## config.mk

```make
export PLATFORM = sky130hd
export DESIGN_NAME = cplx_mul_sched
export DESIGN_NICKNAME = d
export VERILOG_FILES = /design/src/rtl/cplx_mul_sched.sv
export SDC_FILE = /design/constraint.sdc
export NUM_CORES = 1
export LEC_CHECK = 0
export ABC_CLOCK_PERIOD_IN_PS = 11500
export CORE_MARGIN = 2
export CORE_UTILIZATION = 55
export CTS_BUF_LIST = sky130_fd_sc_hd__clkbuf_4 sky130_fd_sc_hd__clkbuf_8 sky130_fd_sc_hd__clkbuf_16
export DETAILED_ROUTE_END_ITERATION = 7
export GPL_ROUTABILITY_DRIVEN = 0
export HOLD_SLACK_MARGIN = 0.02
export MAX_ROUTING_LAYER = met4
export PLACE_DENSITY = 0.79
export SKIP_CTS_REPAIR_TIMING = 1
export SLEW_MARGIN = 20
export SYNTH_ARGS = -nofsm -noshare
export SYNTH_HDL_FRONTEND = slang
export SYNTH_SLANG_ARGS = --single-unit
```

## constraint.sdc

```tcl
create_clock -name clk -period 11.5 [get_ports clk]
set_clock_uncertainty 0.1 [all_clocks]
set_input_delay 2.3 -clock clk [delete_from_list [all_inputs] [get_ports clk]]
set_output_delay 2.3 -clock clk [all_outputs]
set_load 0.02 [all_outputs]
```

## src/rtl/cplx_mul_sched.sv

```systemverilog
// cplx_mul_sched: round-robin sequencer that shares one complex add/multiply
// datapath between two requesters. A complex multiply is spread over four
// cycles on a single real multiplier. Results go back with the requester ID
// over a valid/ready response channel.
// Optional build macro CPLX_SCHED_STATS_EN adds saturating counters of
// completed add and multiply responses (stat_add_cnt, stat_mul_cnt).
module cplx_mul_sched #(
    parameter int WIDTH = 16
) (
    input  logic               clk,
    input  logic               rst_n,
    input  logic               req0_valid,
    output logic               req0_ready,
    input  logic               req0_op,
    input  logic [WIDTH-1:0]   req0_a_re,
    input  logic [WIDTH-1:0]   req0_a_im,
    input  logic [WIDTH-1:0]   req0_b_re,
    input  logic [WIDTH-1:0]   req0_b_im,
    input  logic               req1_valid,
    output logic               req1_ready,
    input  logic               req1_op,
    input  logic [WIDTH-1:0]   req1_a_re,
    input  logic [WIDTH-1:0]   req1_a_im,
    input  logic [WIDTH-1:0]   req1_b_re,
    input  logic [WIDTH-1:0]   req1_b_im,
    output logic               rsp_valid,
    input  logic               rsp_ready,
    output logic               rsp_id,
    output logic [2*WIDTH-1:0] rsp_re,
    output logic [2*WIDTH-1:0] rsp_im,
    output logic               busy
`ifdef CPLX_SCHED_STATS_EN
    ,
    output logic [15:0]        stat_add_cnt,
    output logic [15:0]        stat_mul_cnt
`endif
);

    localparam int RW = 2 * WIDTH;

    typedef enum logic [2:0] {
        S_IDLE = 3'd0,
        S_ADD  = 3'd1,
        S_M_RR = 3'd2,
        S_M_II = 3'd3,
        S_M_RI = 3'd4,
        S_M_IR = 3'd5,
        S_RESP = 3'd6
    } state_t;

    // Sign-extend an operand component to result width. All result arithmetic
    // is done modulo 2^RW on sign-extended values, which equals the signed result.
    function automatic logic [RW-1:0] sext(input logic [WIDTH-1:0] v);
        return {{WIDTH{v[WIDTH-1]}}, v};
    endfunction

    state_t          state_r;
    state_t          state_nxt_s;
    logic            last_grant_r;
    logic            id_r;
    logic [WIDTH-1:0] a_re_r;
    logic [WIDTH-1:0] a_im_r;
    logic [WIDTH-1:0] b_re_r;
    logic [WIDTH-1:0] b_im_r;
    logic [RW-1:0]   acc_re_r;
    logic [RW-1:0]   acc_im_r;
    logic            rsp_valid_r;
    logic            rsp_id_r;
    logic [RW-1:0]   rsp_re_r;
    logic [RW-1:0]   rsp_im_r;
    logic            busy_r;

    logic            grant0_s;
    logic            grant1_s;
    logic            accept_s;
    logic            accept_op_s;
    logic [WIDTH-1:0] sel_a_re_s;
    logic [WIDTH-1:0] sel_a_im_s;
    logic [WIDTH-1:0] sel_b_re_s;
    logic [WIDTH-1:0] sel_b_im_s;
    logic [WIDTH-1:0] mul_x_s;
    logic [WIDTH-1:0] mul_y_s;
    logic [RW-1:0]   prod_s;
    logic            rsp_fire_s;

    assign req0_ready = grant0_s;
    assign req1_ready = grant1_s;
    assign rsp_valid  = rsp_valid_r;
    assign rsp_id     = rsp_id_r;
    assign rsp_re     = rsp_re_r;
    assign rsp_im     = rsp_im_r;
    assign busy       = busy_r;
    assign accept_s   = grant0_s | grant1_s;
    assign rsp_fire_s = (state_r == S_RESP) && rsp_ready;

    // Round-robin arbitration: only in IDLE; on contention the requester that
    // was not granted last time wins.
    always_comb begin
        grant0_s = 1'b0;
        grant1_s = 1'b0;
        if (state_r == S_IDLE) begin
            if (req0_valid && req1_valid) begin
                grant0_s = last_grant_r;
                grant1_s = ~last_grant_r;
            end else begin
                grant0_s = req0_valid;
                grant1_s = req1_valid;
            end
        end else begin
            grant0_s = 1'b0;
            grant1_s = 1'b0;
        end
    end

    // Steer the granted requester's operands and op toward the capture registers.
    always_comb begin
        sel_a_re_s  = req0_a_re;
        sel_a_im_s  = req0_a_im;
        sel_b_re_s  = req0_b_re;
        sel_b_im_s  = req0_b_im;
        accept_op_s = req0_op;
        if (grant1_s) begin
            sel_a_re_s  = req1_a_re;
            sel_a_im_s  = req1_a_im;
            sel_b_re_s  = req1_b_re;
            sel_b_im_s  = req1_b_im;
            accept_op_s = req1_op;
        end else begin
            accept_op_s = req0_op;
        end
    end

    // Next-state sequencing: add takes one compute cycle, multiply four.
    always_comb begin
        state_nxt_s = state_r;
        case (state_r)
            S_IDLE: begin
                if (accept_s) begin
                    if (accept_op_s) begin
                        state_nxt_s = S_M_RR;
                    end else begin
                        state_nxt_s = S_ADD;
                    end
                end else begin
                    state_nxt_s = S_IDLE;
                end
            end
            S_ADD:  state_nxt_s = S_RESP;
            S_M_RR: state_nxt_s = S_M_II;
            S_M_II: state_nxt_s = S_M_RI;
            S_M_RI: state_nxt_s = S_M_IR;
            S_M_IR: state_nxt_s = S_RESP;
            S_RESP: begin
                if (rsp_fire_s) begin
                    state_nxt_s = S_IDLE;
                end else begin
                    state_nxt_s = S_RESP;
                end
            end
            default: state_nxt_s = S_IDLE;
        endcase
    end

    // Shared multiplier input mux: one partial product per multiply state.
    always_comb begin
        mul_x_s = a_re_r;
        mul_y_s = b_re_r;
        case (state_r)
            S_M_RR: begin mul_x_s = a_re_r; mul_y_s = b_re_r; end
            S_M_II: begin mul_x_s = a_im_r; mul_y_s = b_im_r; end
            S_M_RI: begin mul_x_s = a_re_r; mul_y_s = b_im_r; end
            S_M_IR: begin mul_x_s = a_im_r; mul_y_s = b_re_r; end
            default: begin mul_x_s = a_re_r; mul_y_s = b_re_r; end
        endcase
    end

    assign prod_s = sext(mul_x_s) * sext(mul_y_s);

    // Control registers: state, fairness pointer, registered valid/busy flags.
    always_ff @(posedge clk or negedge rst_n) begin
        if (!rst_n) begin
            state_r      <= S_IDLE;
            last_grant_r <= 1'b1;
            rsp_valid_r  <= 1'b0;
            busy_r       <= 1'b0;
        end else begin
            state_r     <= state_nxt_s;
            rsp_valid_r <= (state_nxt_s == S_RESP);
            busy_r      <= (state_nxt_s != S_IDLE);
            if (accept_s) begin
                last_grant_r <= grant1_s;
            end else begin
                last_grant_r <= last_grant_r;
            end
        end
    end

    // Datapath: capture operands on accept, accumulate partial products,
    // and load the response registers on the final compute cycle.
    always_ff @(posedge clk or negedge rst_n) begin
        if (!rst_n) begin
            id_r     <= 1'b0;
            a_re_r   <= '0;
            a_im_r   <= '0;
            b_re_r   <= '0;
            b_im_r   <= '0;
            acc_re_r <= '0;
            acc_im_r <= '0;
            rsp_id_r <= 1'b0;
            rsp_re_r <= '0;
            rsp_im_r <= '0;
        end else begin
            if (accept_s) begin
                id_r   <= grant1_s;
                a_re_r <= sel_a_re_s;
                a_im_r <= sel_a_im_s;
                b_re_r <= sel_b_re_s;
                b_im_r <= sel_b_im_s;
            end else begin
                id_r   <= id_r;
            end
            case (state_r)
                S_ADD: begin
                    rsp_id_r <= id_r;
                    rsp_re_r <= sext(a_re_r) + sext(b_re_r);
                    rsp_im_r <= sext(a_im_r) + sext(b_im_r);
                end
                S_M_RR: acc_re_r <= prod_s;
                S_M_II: acc_re_r <= acc_re_r - prod_s;
                S_M_RI: acc_im_r <= prod_s;
                S_M_IR: begin
                    rsp_id_r <= id_r;
                    rsp_re_r <= acc_re_r;
                    rsp_im_r <= acc_im_r + prod_s;
                end
                default: begin
                    acc_re_r <= acc_re_r;
                    acc_im_r <= acc_im_r;
                end
            endcase
        end
    end

`ifdef CPLX_SCHED_STATS_EN
    logic        op_r;
    logic [15:0] stat_add_r;
    logic [15:0] stat_mul_r;

    assign stat_add_cnt = stat_add_r;
    assign stat_mul_cnt = stat_mul_r;

    // Remember the op of the in-flight request so completions can be classified.
    always_ff @(posedge clk or negedge rst_n) begin
        if (!rst_n) begin
            op_r <= 1'b0;
        end else if (accept_s) begin
            op_r <= accept_op_s;
        end else begin
            op_r <= op_r;
        end
    end

    // Count completed responses per op type, saturating at all-ones.
    always_ff @(posedge clk or negedge rst_n) begin
        if (!rst_n) begin
            stat_add_r <= 16'd0;
            stat_mul_r <= 16'd0;
        end else if (rsp_fire_s) begin
            if (op_r) begin
                if (stat_mul_r != 16'hFFFF) begin
                    stat_mul_r <= stat_mul_r + 16'd1;
                end else begin
                    stat_mul_r <= stat_mul_r;
                end
            end else begin
                if (stat_add_r != 16'hFFFF) begin
                    stat_add_r <= stat_add_r + 16'd1;
                end else begin
                    stat_add_r <= stat_add_r;
                end
            end
        end else begin
            stat_add_r <= stat_add_r;
            stat_mul_r <= stat_mul_r;
        end
    end
`endif

endmodule

```

==> metrics.md <==
| Metric | Value |
|---|---|
| Total number of vias | 20700 |
| Top cell type's share of synthesized area | 23.0% |
| Largest net degree at the start of global routing | 120 |
| Share of cells above drive strength 1 | 4.94% |
| # nets final | 3471 |
| Worst skew pair latency | 500 ps |
| Setup TNS | 0 ps |
| Vias per inst | 6.00 |
| Worst slew pin tran | 1090 ps |
| Syn-to-layout area delta | 14.3% |
| CTS Sinks | 200 |
| Worst-path clk slew | 80 ps |
| Wire per inst | 20.2 um |
| Slowest library cell on the worst path | mux2i_2 |
| Post-Place Worst Slack | ~550 ps |
| # DRC | 0 |
| Crit path buf inv count | 5 |
| CP max FO | 18 |
| Dpl hpwl | between 50000 and 60000 um |
| CP Capture Type | flip-flop |
| Cells after Synth | 2735 |
| Critical Path AT | ~11000 ps |
| Rel. slew slack | 27.1% |
| Initial antenna violation count | 2 |
| Distinct cell type count after synthesis | 80 |
| FF+latch count, synth | 200 |
| # IOs | 204 |
| Grt ovf | 0 |
| Total CTS buffers | 17 |
| Synth Area per Inst | 8.47 um^2 |
| Vias in the first global route | 20900 |
| Fmax | 0.0910 GHz |
| Sequential area share after synthesis | 21.6% |
| Post-synth EDFFs | 0 |
| Final setup fails | 0 |
| Drt first pass iters | 8 |
| Startpoint Class | flip-flop |
| Drt total wl | 69800 um |
| GRT Resource Usage Total | 33.8% |
| Min-delay worst type | reg -> reg |
| Critical Path RT | 11800 ps |
| DRT iter0 DRCs | 2119 |
| Root buffer cell | clkbuf_16 |
| Min Tclk post-route | about 11000 ps |
| Post-synth net total | 3306 |
| CORE AREA | between 40000 and 50000 um^2 |
| Initial Utilization | 55.5% |
| Crit path kind | reg -> reg |
| RSZ-0062 raised after global routing | false |
| Max-slew violations | 0 |
| Final worst-path cycle share | 95.5% |
| CTS H-Tree Depth | 4 |
| Die height | 209 um |
| Main synth FF type | dfrtp_1 |
| Area of the die | 43800 um^2 |
| Total of max-cap violations | 0 |
| DRT antenna net count | 0 |
| Clk buf depth | 2 |
| Fill count | 3451 |
| Largest area contributor in the netlist | fa_1 |
| Final setup margin | 513 ps |
| Status | finished, final reports clean |
| Top Family by Delay on Critical Path | adder cells |
| Post-synth ARST share | 100% |
| Top cells by area, synth | fa_1 (23%), dfrtp_1 (21%), ha_1 (9.2%) |
| First-pass GRT wire length | 112000 um |
| CP max stage delay | 620 ps |
| Die W | roughly 210 um |
| Hold Violations, Final | 0 |
| Warnings from Yosys | 0 |
| Crit path top cell by count | fa_1 |
| Cell area after synthesis | 23200 um^2 |
| CTS tree | done |
| Row cnt | 75 |
| Count of input and output buffers | 203 |
[worst register-to-register path, delay by kind of cell (launching register included)]
| kind | cells | cell delay (ps) |
|---|---|---|
| buf+inv | 5 | 840 |
| flops | 1 | 580 |
| mux | 1 | 630 |
| fa+ha+maj | 9 | 4220 |
| compound gates | 14 | 2910 |
| xor+xnor | 1 | 380 |
| simple gates | 7 | 1270 |
[final timing paths]
path | start | slack [ps] | cells past startpoint | end
worst min register to register | rsp_re[17] | 380 | 2 | rsp_re[17]
max in group asynchronous | rst_n | 8450 | 2 | rsp_re[28]
worst max register to register | state_r[2] | 510 | 37 | acc_re_r[30]
worst min-delay path | rsp_re[17] | 380 | 2 | rsp_re[17]
min in group asynchronous | rst_n | 1670 | 1 | rsp_im[11]
worst max-delay path | state_r[2] | 510 | 37 | acc_re_r[30]
[stage by stage]
| step | std cells | utilization [%] | hold slack [ps] | area, um^2 |
|---|---|---|---|---|
| after floorplan | 2735 | - | 339 | 23200 |
| after global placement | 3414 | 61.7 | 363 | 25800 |
| after detailed placement | 3414 | 61.7 | 367 | 25800 |
| final | 3453 | 63.4 | 381 | 26500 |
| after global routing | 3453 | 63.4 | 406 | 26500 |
| after CTS | 3446 | 63.2 | 385 | 26400 |
[cell families (layout without fill, tap and decap cells)]
family,after synthesis,count (layout),synth area share (%)
adder cells (fa/ha/maj),444,444,32.5
AND/OR/NAND/NOR,871,871,15.5
buffers and inverters,483,661,8.11
multiplexers,69,69,3.15
flip-flops,200,200,21.6
other,0,1,0
XOR/XNOR,105,105,3.97
AO/OA/AOI/OAI,563,563,15.2
[routing by layer]
metal	global-route usage [%]	routed length (um)	vias to the layer above
li1	-	-	9293
met4	17.1	3810	0
met3	7.51	7130	273
met1	42.5	27400	10000
met2	51.7	31500	1109
met5	-	0	-
[state kept, by name (all words and copies together), names as in the netlist]
name and cells:
rsp_im 32, a_re_r 16, acc_im_r 32, acc_re_r 32, busy 1, a_im_r 16, id_r 1, b_re_r 16
state_r 3, rsp_id 1, rsp_re 32, rsp_valid 1, last_grant_r 1, b_im_r 16
[cells in the mapped netlist, drive strengths merged (43+ instances only)]
library cell  number
inv              379
xnor2             78
fa               266
a21o              43
a31oi             90
dfrtp            199
nand2            412
o21ai            147
clkbuf            90
ha               170
a21oi            144
nor2             317
[final cells by class]
cell class	instances	area [um^2]	share of cell area [%]
Clock buffer	18	433	1.64
Multi-Input combinational cell	2052	16400	61.8
Clock inverter	14	180	0.680
Sequential cell	200	5010	18.9
Inverter	381	1430	5.40
Tap cell	539	674	2.55
Antenna cell	1	2.50	0.00945
Timing Repair Buffer	248	2390	9.04
[placed cells by master, fill, tap and decap left out, drive strengths merged, types with 90 or more instances in the layout]
cell             n
o21ai          147
nor2           317
a21oi          144
dfrtp          199
fa             266
clkdlybuf4s50  202
a31oi           90
ha             170
nand2          412
inv            385
Power is not shown: default switching activity piles up to over one toggle a cycle in this logic, so the estimate is an artifact.
